**config.mk**
```make
export PLATFORM = sky130hd
export DESIGN_NAME = regfile_dump_flat
export DESIGN_NICKNAME = d
export VERILOG_FILES = /design/src/rtl/regfile_dump_if.sv /design/src/rtl/regfile_dump.sv /design/src/flat_wrapper.sv
export SDC_FILE = /design/constraint.sdc
export NUM_CORES = 1
export LEC_CHECK = 0
export ABC_CLOCK_PERIOD_IN_PS = 2600
export CAP_MARGIN = 20
export CORE_MARGIN = 2
export CORE_UTILIZATION = 33
export DETAILED_ROUTE_END_ITERATION = 10
export DONT_BUFFER_PORTS = 1
export PLACE_DENSITY = 0.46
export SETUP_SLACK_MARGIN = 0.05
export SYNTH_ARGS = -nofsm -noshare
export SYNTH_HDL_FRONTEND = slang
export SYNTH_SLANG_ARGS = --single-unit
```
**constraint.sdc**
```tcl
create_clock -name clk -period 2.6 [get_ports clk]
set_input_delay 0.26 -clock clk [delete_from_list [all_inputs] [get_ports clk]]
set_output_delay 0.26 -clock clk [all_outputs]
set_load 0.02 [all_outputs]
```
**src/rtl/regfile_dump_if.sv**
```systemverilog
// Bus bundle for regfile_dump: start request, regfile read port, word stream and status.
// Parameters mirror the sequencer: k = word width, AW = register-number width.
interface regfile_dump_if #(
    parameter int k  = 16,
    parameter int AW = 3
);
    logic          start;
    logic [AW-1:0] start_num;
    logic [AW-1:0] len_m1;
    logic [AW-1:0] readnum;
    logic [k-1:0]  rf_data;
    logic [k-1:0]  out_data;
    logic [AW-1:0] out_num;
    logic          out_valid;
    logic          out_ready;
    logic          busy;
    logic          done;
    logic [k-1:0]  csum;

    modport master (
        output start, start_num, len_m1, rf_data, out_ready,
        input  readnum, out_data, out_num, out_valid, busy, done, csum
    );

    modport slave (
        input  start, start_num, len_m1, rf_data, out_ready,
        output readnum, out_data, out_num, out_valid, busy, done, csum
    );
endinterface

```
**src/rtl/regfile_dump.sv**
```systemverilog
// Read-side sequencer that walks a wrapping range of register numbers and streams each word.
// Optional running checksum enabled by defining REGFILE_DUMP_CSUM_EN.
module regfile_dump #(
    parameter int k    = 16,
    parameter int NREG = 8,
    parameter int AW   = 3
) (
    input logic           clk,
    input logic           reset,
    regfile_dump_if.slave bus
);
    typedef enum logic [1:0] {
        S_IDLE  = 2'd0,
        S_FETCH = 2'd1,
        S_SEND  = 2'd2,
        S_DONE  = 2'd3
    } state_t;

    localparam logic [AW-1:0] LAST_IDX = AW'(NREG - 1);

    state_t        state_r;
    logic [AW-1:0] idx_r;
    logic [AW-1:0] remaining_r;
    logic [AW-1:0] out_num_r;
    logic [k-1:0]  out_data_r;
    logic          out_valid_r;
    logic          busy_r;
    logic          done_r;
    logic          handshake_s;

    assign handshake_s = out_valid_r & bus.out_ready;

    // Sequencer FSM; idx_r doubles as the regfile read address so readnum moves only on capture/accept.
    always_ff @(posedge clk) begin
        if (reset) begin
            state_r     <= S_IDLE;
            idx_r       <= {AW{1'b0}};
            remaining_r <= {AW{1'b0}};
            out_num_r   <= {AW{1'b0}};
            out_data_r  <= {k{1'b0}};
            out_valid_r <= 1'b0;
            busy_r      <= 1'b0;
            done_r      <= 1'b0;
        end else begin
            case (state_r)
                S_IDLE: begin
                    done_r <= 1'b0;
                    if (bus.start) begin
                        idx_r       <= bus.start_num;
                        remaining_r <= bus.len_m1;
                        busy_r      <= 1'b1;
                        state_r     <= S_FETCH;
                    end else begin
                        busy_r      <= 1'b0;
                    end
                end
                S_FETCH: begin
                    out_data_r  <= bus.rf_data;
                    out_num_r   <= idx_r;
                    out_valid_r <= 1'b1;
                    state_r     <= S_SEND;
                end
                S_SEND: begin
                    if (handshake_s) begin
                        out_valid_r <= 1'b0;
                        if (remaining_r == {AW{1'b0}}) begin
                            done_r  <= 1'b1;
                            state_r <= S_DONE;
                        end else begin
                            // Explicit wrap keeps the walk modulo NREG independent of AW.
                            idx_r       <= (idx_r == LAST_IDX) ? {AW{1'b0}} : idx_r + AW'(1);
                            remaining_r <= remaining_r - AW'(1);
                            state_r     <= S_FETCH;
                        end
                    end else begin
                        out_valid_r <= 1'b1;
                    end
                end
                S_DONE: begin
                    done_r  <= 1'b0;
                    busy_r  <= 1'b0;
                    state_r <= S_IDLE;
                end
                default: begin
                    out_valid_r <= 1'b0;
                    busy_r      <= 1'b0;
                    done_r      <= 1'b0;
                    state_r     <= S_IDLE;
                end
            endcase
        end
    end

`ifdef REGFILE_DUMP_CSUM_EN
    logic [k-1:0] csum_r;

    // Running checksum: cleared on an accepted start, accumulates each accepted word.
    always_ff @(posedge clk) begin
        if (reset) begin
            csum_r <= {k{1'b0}};
        end else if ((state_r == S_IDLE) && bus.start) begin
            csum_r <= {k{1'b0}};
        end else if ((state_r == S_SEND) && handshake_s) begin
            csum_r <= csum_r + out_data_r;
        end else begin
            csum_r <= csum_r;
        end
    end

    assign bus.csum = csum_r;
`else
    assign bus.csum = {k{1'b0}};
`endif

    assign bus.readnum   = idx_r;
    assign bus.out_data  = out_data_r;
    assign bus.out_num   = out_num_r;
    assign bus.out_valid = out_valid_r;
    assign bus.busy      = busy_r;
    assign bus.done      = done_r;
endmodule

```
**src/flat_wrapper.sv**
```systemverilog
// flat-port wrapper written by rule: the top's interface ports become plain ports
module regfile_dump_flat 
#(
    parameter int k    = 16,
    parameter int NREG = 8,
    parameter int AW   = 3
)
  (clk, reset, bus_start, bus_start_num, bus_len_m1, bus_rf_data, bus_out_ready, bus_readnum, bus_out_data, bus_out_num, bus_out_valid, bus_busy, bus_done, bus_csum);
  regfile_dump_if #(.k(k), .AW(AW)) bus_i ();
  input logic clk;
  input logic reset;
  input wire logic [$bits(bus_i.start)-1:0] bus_start;
  input wire logic [$bits(bus_i.start_num)-1:0] bus_start_num;
  input wire logic [$bits(bus_i.len_m1)-1:0] bus_len_m1;
  input wire logic [$bits(bus_i.rf_data)-1:0] bus_rf_data;
  input wire logic [$bits(bus_i.out_ready)-1:0] bus_out_ready;
  output wire logic [$bits(bus_i.readnum)-1:0] bus_readnum;
  output wire logic [$bits(bus_i.out_data)-1:0] bus_out_data;
  output wire logic [$bits(bus_i.out_num)-1:0] bus_out_num;
  output wire logic [$bits(bus_i.out_valid)-1:0] bus_out_valid;
  output wire logic [$bits(bus_i.busy)-1:0] bus_busy;
  output wire logic [$bits(bus_i.done)-1:0] bus_done;
  output wire logic [$bits(bus_i.csum)-1:0] bus_csum;
  assign bus_i.start = bus_start;
  assign bus_i.start_num = bus_start_num;
  assign bus_i.len_m1 = bus_len_m1;
  assign bus_i.rf_data = bus_rf_data;
  assign bus_i.out_ready = bus_out_ready;
  assign bus_readnum = bus_i.readnum;
  assign bus_out_data = bus_i.out_data;
  assign bus_out_num = bus_i.out_num;
  assign bus_out_valid = bus_i.out_valid;
  assign bus_busy = bus_i.busy;
  assign bus_done = bus_i.done;
  assign bus_csum = bus_i.csum;
  regfile_dump #(.k(k), .NREG(NREG), .AW(AW)) u_core (.clk(clk), .reset(reset), .bus(bus_i));
endmodule
```
==> impl_metrics.py <==
metrics = {
    "outcome": {
        "run_status": "finished, final reports clean",
    },
    "floorplanning": {
        "io_pins": 67,
        "fp.dieArea_sq_um": 5120,
        "die_w_microns": 71.5,
        "start_util_pct": 34.3,
        "coreArea_sq_um": 4380,
        "rows": 24,
        "die_h_microns": 71.5,
    },
    "synthesis": {
        "synth.most_common_cell": "dfxtp_1",
        "syn_avg_cell_area_sq_um": 9.71,
        "synthTopCellsByArea": "dfxtp_1, mux2i_1, buf_4, ha_1, nor2_1",
        "ys_warn_count": 0,
        "synth_edf_count": 0,
        "ys_ff_latch": 30,
        "synthCells": 155,
        "synth_common_cells": "dfxtp_1, nor2_1, mux2i_1",
        "yosys.area.top_type": "dfxtp_1",
        "yosys.cell_types.count": 31,
        "synth_top_area_share_pct": 39.9,
        "seq_area_frac_synth_pct": 39.9,
        "synth_ff_type": "dfxtp_1",
        "netlist_area_sq_um": 1510,
        "synthArstFlopShare_pct": 0,
    },
    "timing": {
        "finalSetupTns_ns": 0,
        "setup_viol_count_final": 0,
        "fin_crit_sh_pct": 82.1,
        "holdWs_ns": 0.0501,
        "fin_crit_ns": 2.13,
        "maxSlewHeadroom_pct": 62.8,
        "worst_pin_slew_ns": 0.558,
        "rsz0062_at_grt": "no",
        "finalClockSkew_ns": 0.00191,
        "clock.fmax_ghz": 0.468,
        "drv_slew": 0,
        "final_hold_viol_count": 0,
    },
    "routing": {
        "dr_wl_met2_mm": 1.27,
        "drt-initial-drc-count": 25,
        "wl_met1_mm": 1.15,
        "highest_layer": "met4",
        "drt_first_pass_iters": 4,
        "vias": 1002,
        "wirelength_mm": 2.78,
        "post_drt_wl_per_cell_microns": 13.5,
        "wl_met3_microns": 312,
        "route.detailed.drc": 0,
        "vias_per_cell": 4.86,
        "ant_nets": 0,
    },
    "setup_path": {
        "crit_type": "reg -> reg",
        "cp_max_fo": 13,
        "rrSetupSlack_ns": 0.47,
        "endpoint": "u_core.bus.readnum[2]",
        "crit_start": "u_core.state_r[0]",
        "cp-end-kind": "register",
        "startpoint_type": "register",
        "critPathArrivalTime_ns": 2.30,
        "required_ns": 2.77,
        "r2r_cells": 5,
        "r2r-end": "u_core.bus.readnum[2]",
        "r2r-start": "u_core.state_r[0]",
    },
    "clock_network": {
        "root_buffer": "clkbuf_8",
        "h-tree-depth": 2,
        "clk_latency_ns": 0.28,
        "path_clk_slew_ns": 0.06,
        "cts_buffer_depth": 2,
        "cts_setup_buffers": 0,
        "ctsResizeCount": 0,
        "cts_tree": "yes",
        "cts_made_buffers": 5,
        "cts_hold_buffers": 0,
        "cts_sinks": 30,
    },
    "global_routing": {
        "grt_start_max_net_pins": 37,
        "antenna_found_initial": 0,
        "grt_pass1_wl_mm": 4.35,
        "grt-ovfl-total": 0,
        "grt_pass1_vias": 935,
        "grt_usage_pct": 11.4,
    },
    "final_layout": {
        "area.growth.synth_to_final_pct": 3.24,
        "fin_nets": 187,
        "diodes": 0,
        "finish.utilization_pct": 35.4,
        "final_area_sq_um": 1550,
        "drive_gt1_share_pct": 9.09,
    },
    "pwr": {
        "cellLeakagePower_nw": 0.652,
        "power_density_nw_per_um2": 1050,
        "fin_total_pwr_mw": 1.64,
        "ir_worst_vdd_v": 0.000442,
    },
    "place": {
        "portBuffers": 0,
        "post_dp_cell_area_sq_um": 1460,
        "hpwl_mm": 2.01,
        "place_congestion": 0.689,
    },
    "hold_path": {
        "holdCritPathClass": "in -> reg",
    },
    "job": {
        "cap_violations": 0,
    },
}
==> worst min path at each step <==
stage                               start                 endpoint  depth (start not counted)
after floorplan           bus_rf_data[10]  u_core.bus.out_data[10]                          2
after global placement              reset        u_core.state_r[1]                          1
after detailed placement            reset    u_core.bus.out_num[1]                          1
after CTS                           reset   u_core.bus.out_data[3]                          1
after global routing                reset   u_core.bus.out_data[2]                          1
final                               reset  u_core.bus.out_data[11]                          1
==> critical path: stages, from the launching register on <==
cell and delay, ns:
dfxtp_1 0.36, inv_1 0.09, ha_1 0.36, a21boi_2 0.26
or4_4 0.63, mux2_4 0.32
==> power breakdown <==
group	total, mW	internal, mW	switching [mW]
registers	0.749	0.567	0.181
logic	0.509	0.247	0.262
clock network	0.382	0.213	0.168
==> sequential cells by signal, summed over array words and instances, names as in the netlist <==
register and count:
u_core.bus.done 1, u_core.state_r 2, u_core.remaining_r 3, u_core.bus.out_num 3
u_core.bus.busy 1, u_core.bus.out_data 16, u_core.bus.out_valid 1, u_core.bus.readnum 3
==> logic make-up (layout without fill, tap and decap cells) <==
family / count (synthesis) / count (layout) / share of synthesized area (%)
XOR/XNOR: 1 / 1 / 0.582
AND/OR/NAND/NOR: 42 / 42 / 14.3
adder cells (fa/ha/maj): 8 / 8 / 6.65
AO/OA/AOI/OAI: 17 / 17 / 7.81
buffers and inverters: 31 / 15 / 12.9
multiplexers: 25 / 25 / 17.6
other: 1 / 16 / 0.249
flip-flops: 30 / 30 / 39.9
==> stage by stage <==
step                      std cells  setup slack (ns)
final                           206             0.465
after CTS                       206             0.460
after global routing            206             0.363
after detailed placement        198             0.479
after global placement          198             0.516
after floorplan                 170             0.711
==> final cells by class <==
cell class                      count  area [sq um]
Timing Repair Buffer                1          7.51
Clock inverter                      1          5.00
Multi-Input combinational cell    109           767
Tap cell                           52          65.1
Clock buffer                        7          86.3
Sequential cell                    30           601
Fill cell                         453          2830
Inverter                            6          22.5
==> layer usage <==
| layer | track usage [%] | vias to the layer above |
|---|---|---|
| met1 | 12.4 | 461 |
| li1 | - | 485 |
| met4 | 5.03 | 0 |
| met5 | 0 | - |
| met2 | 17.9 | 49 |
| met3 | 6.75 | 7 |
==> cells in the final DEF, fill, tap and decap left out, types with 5 or more instances in the layout <==
master    synthesis  routed
nor2b_1           5       5
mux2i_1          22      22
inv_1             6       6
nor2_1           25      25
conb_1            1      16
clkbuf_8          0       6
dfxtp_1          30      30
ha_1              8       8
a21oi_1           5       5
No activity file was read; power rests on OpenSTA's default activity.
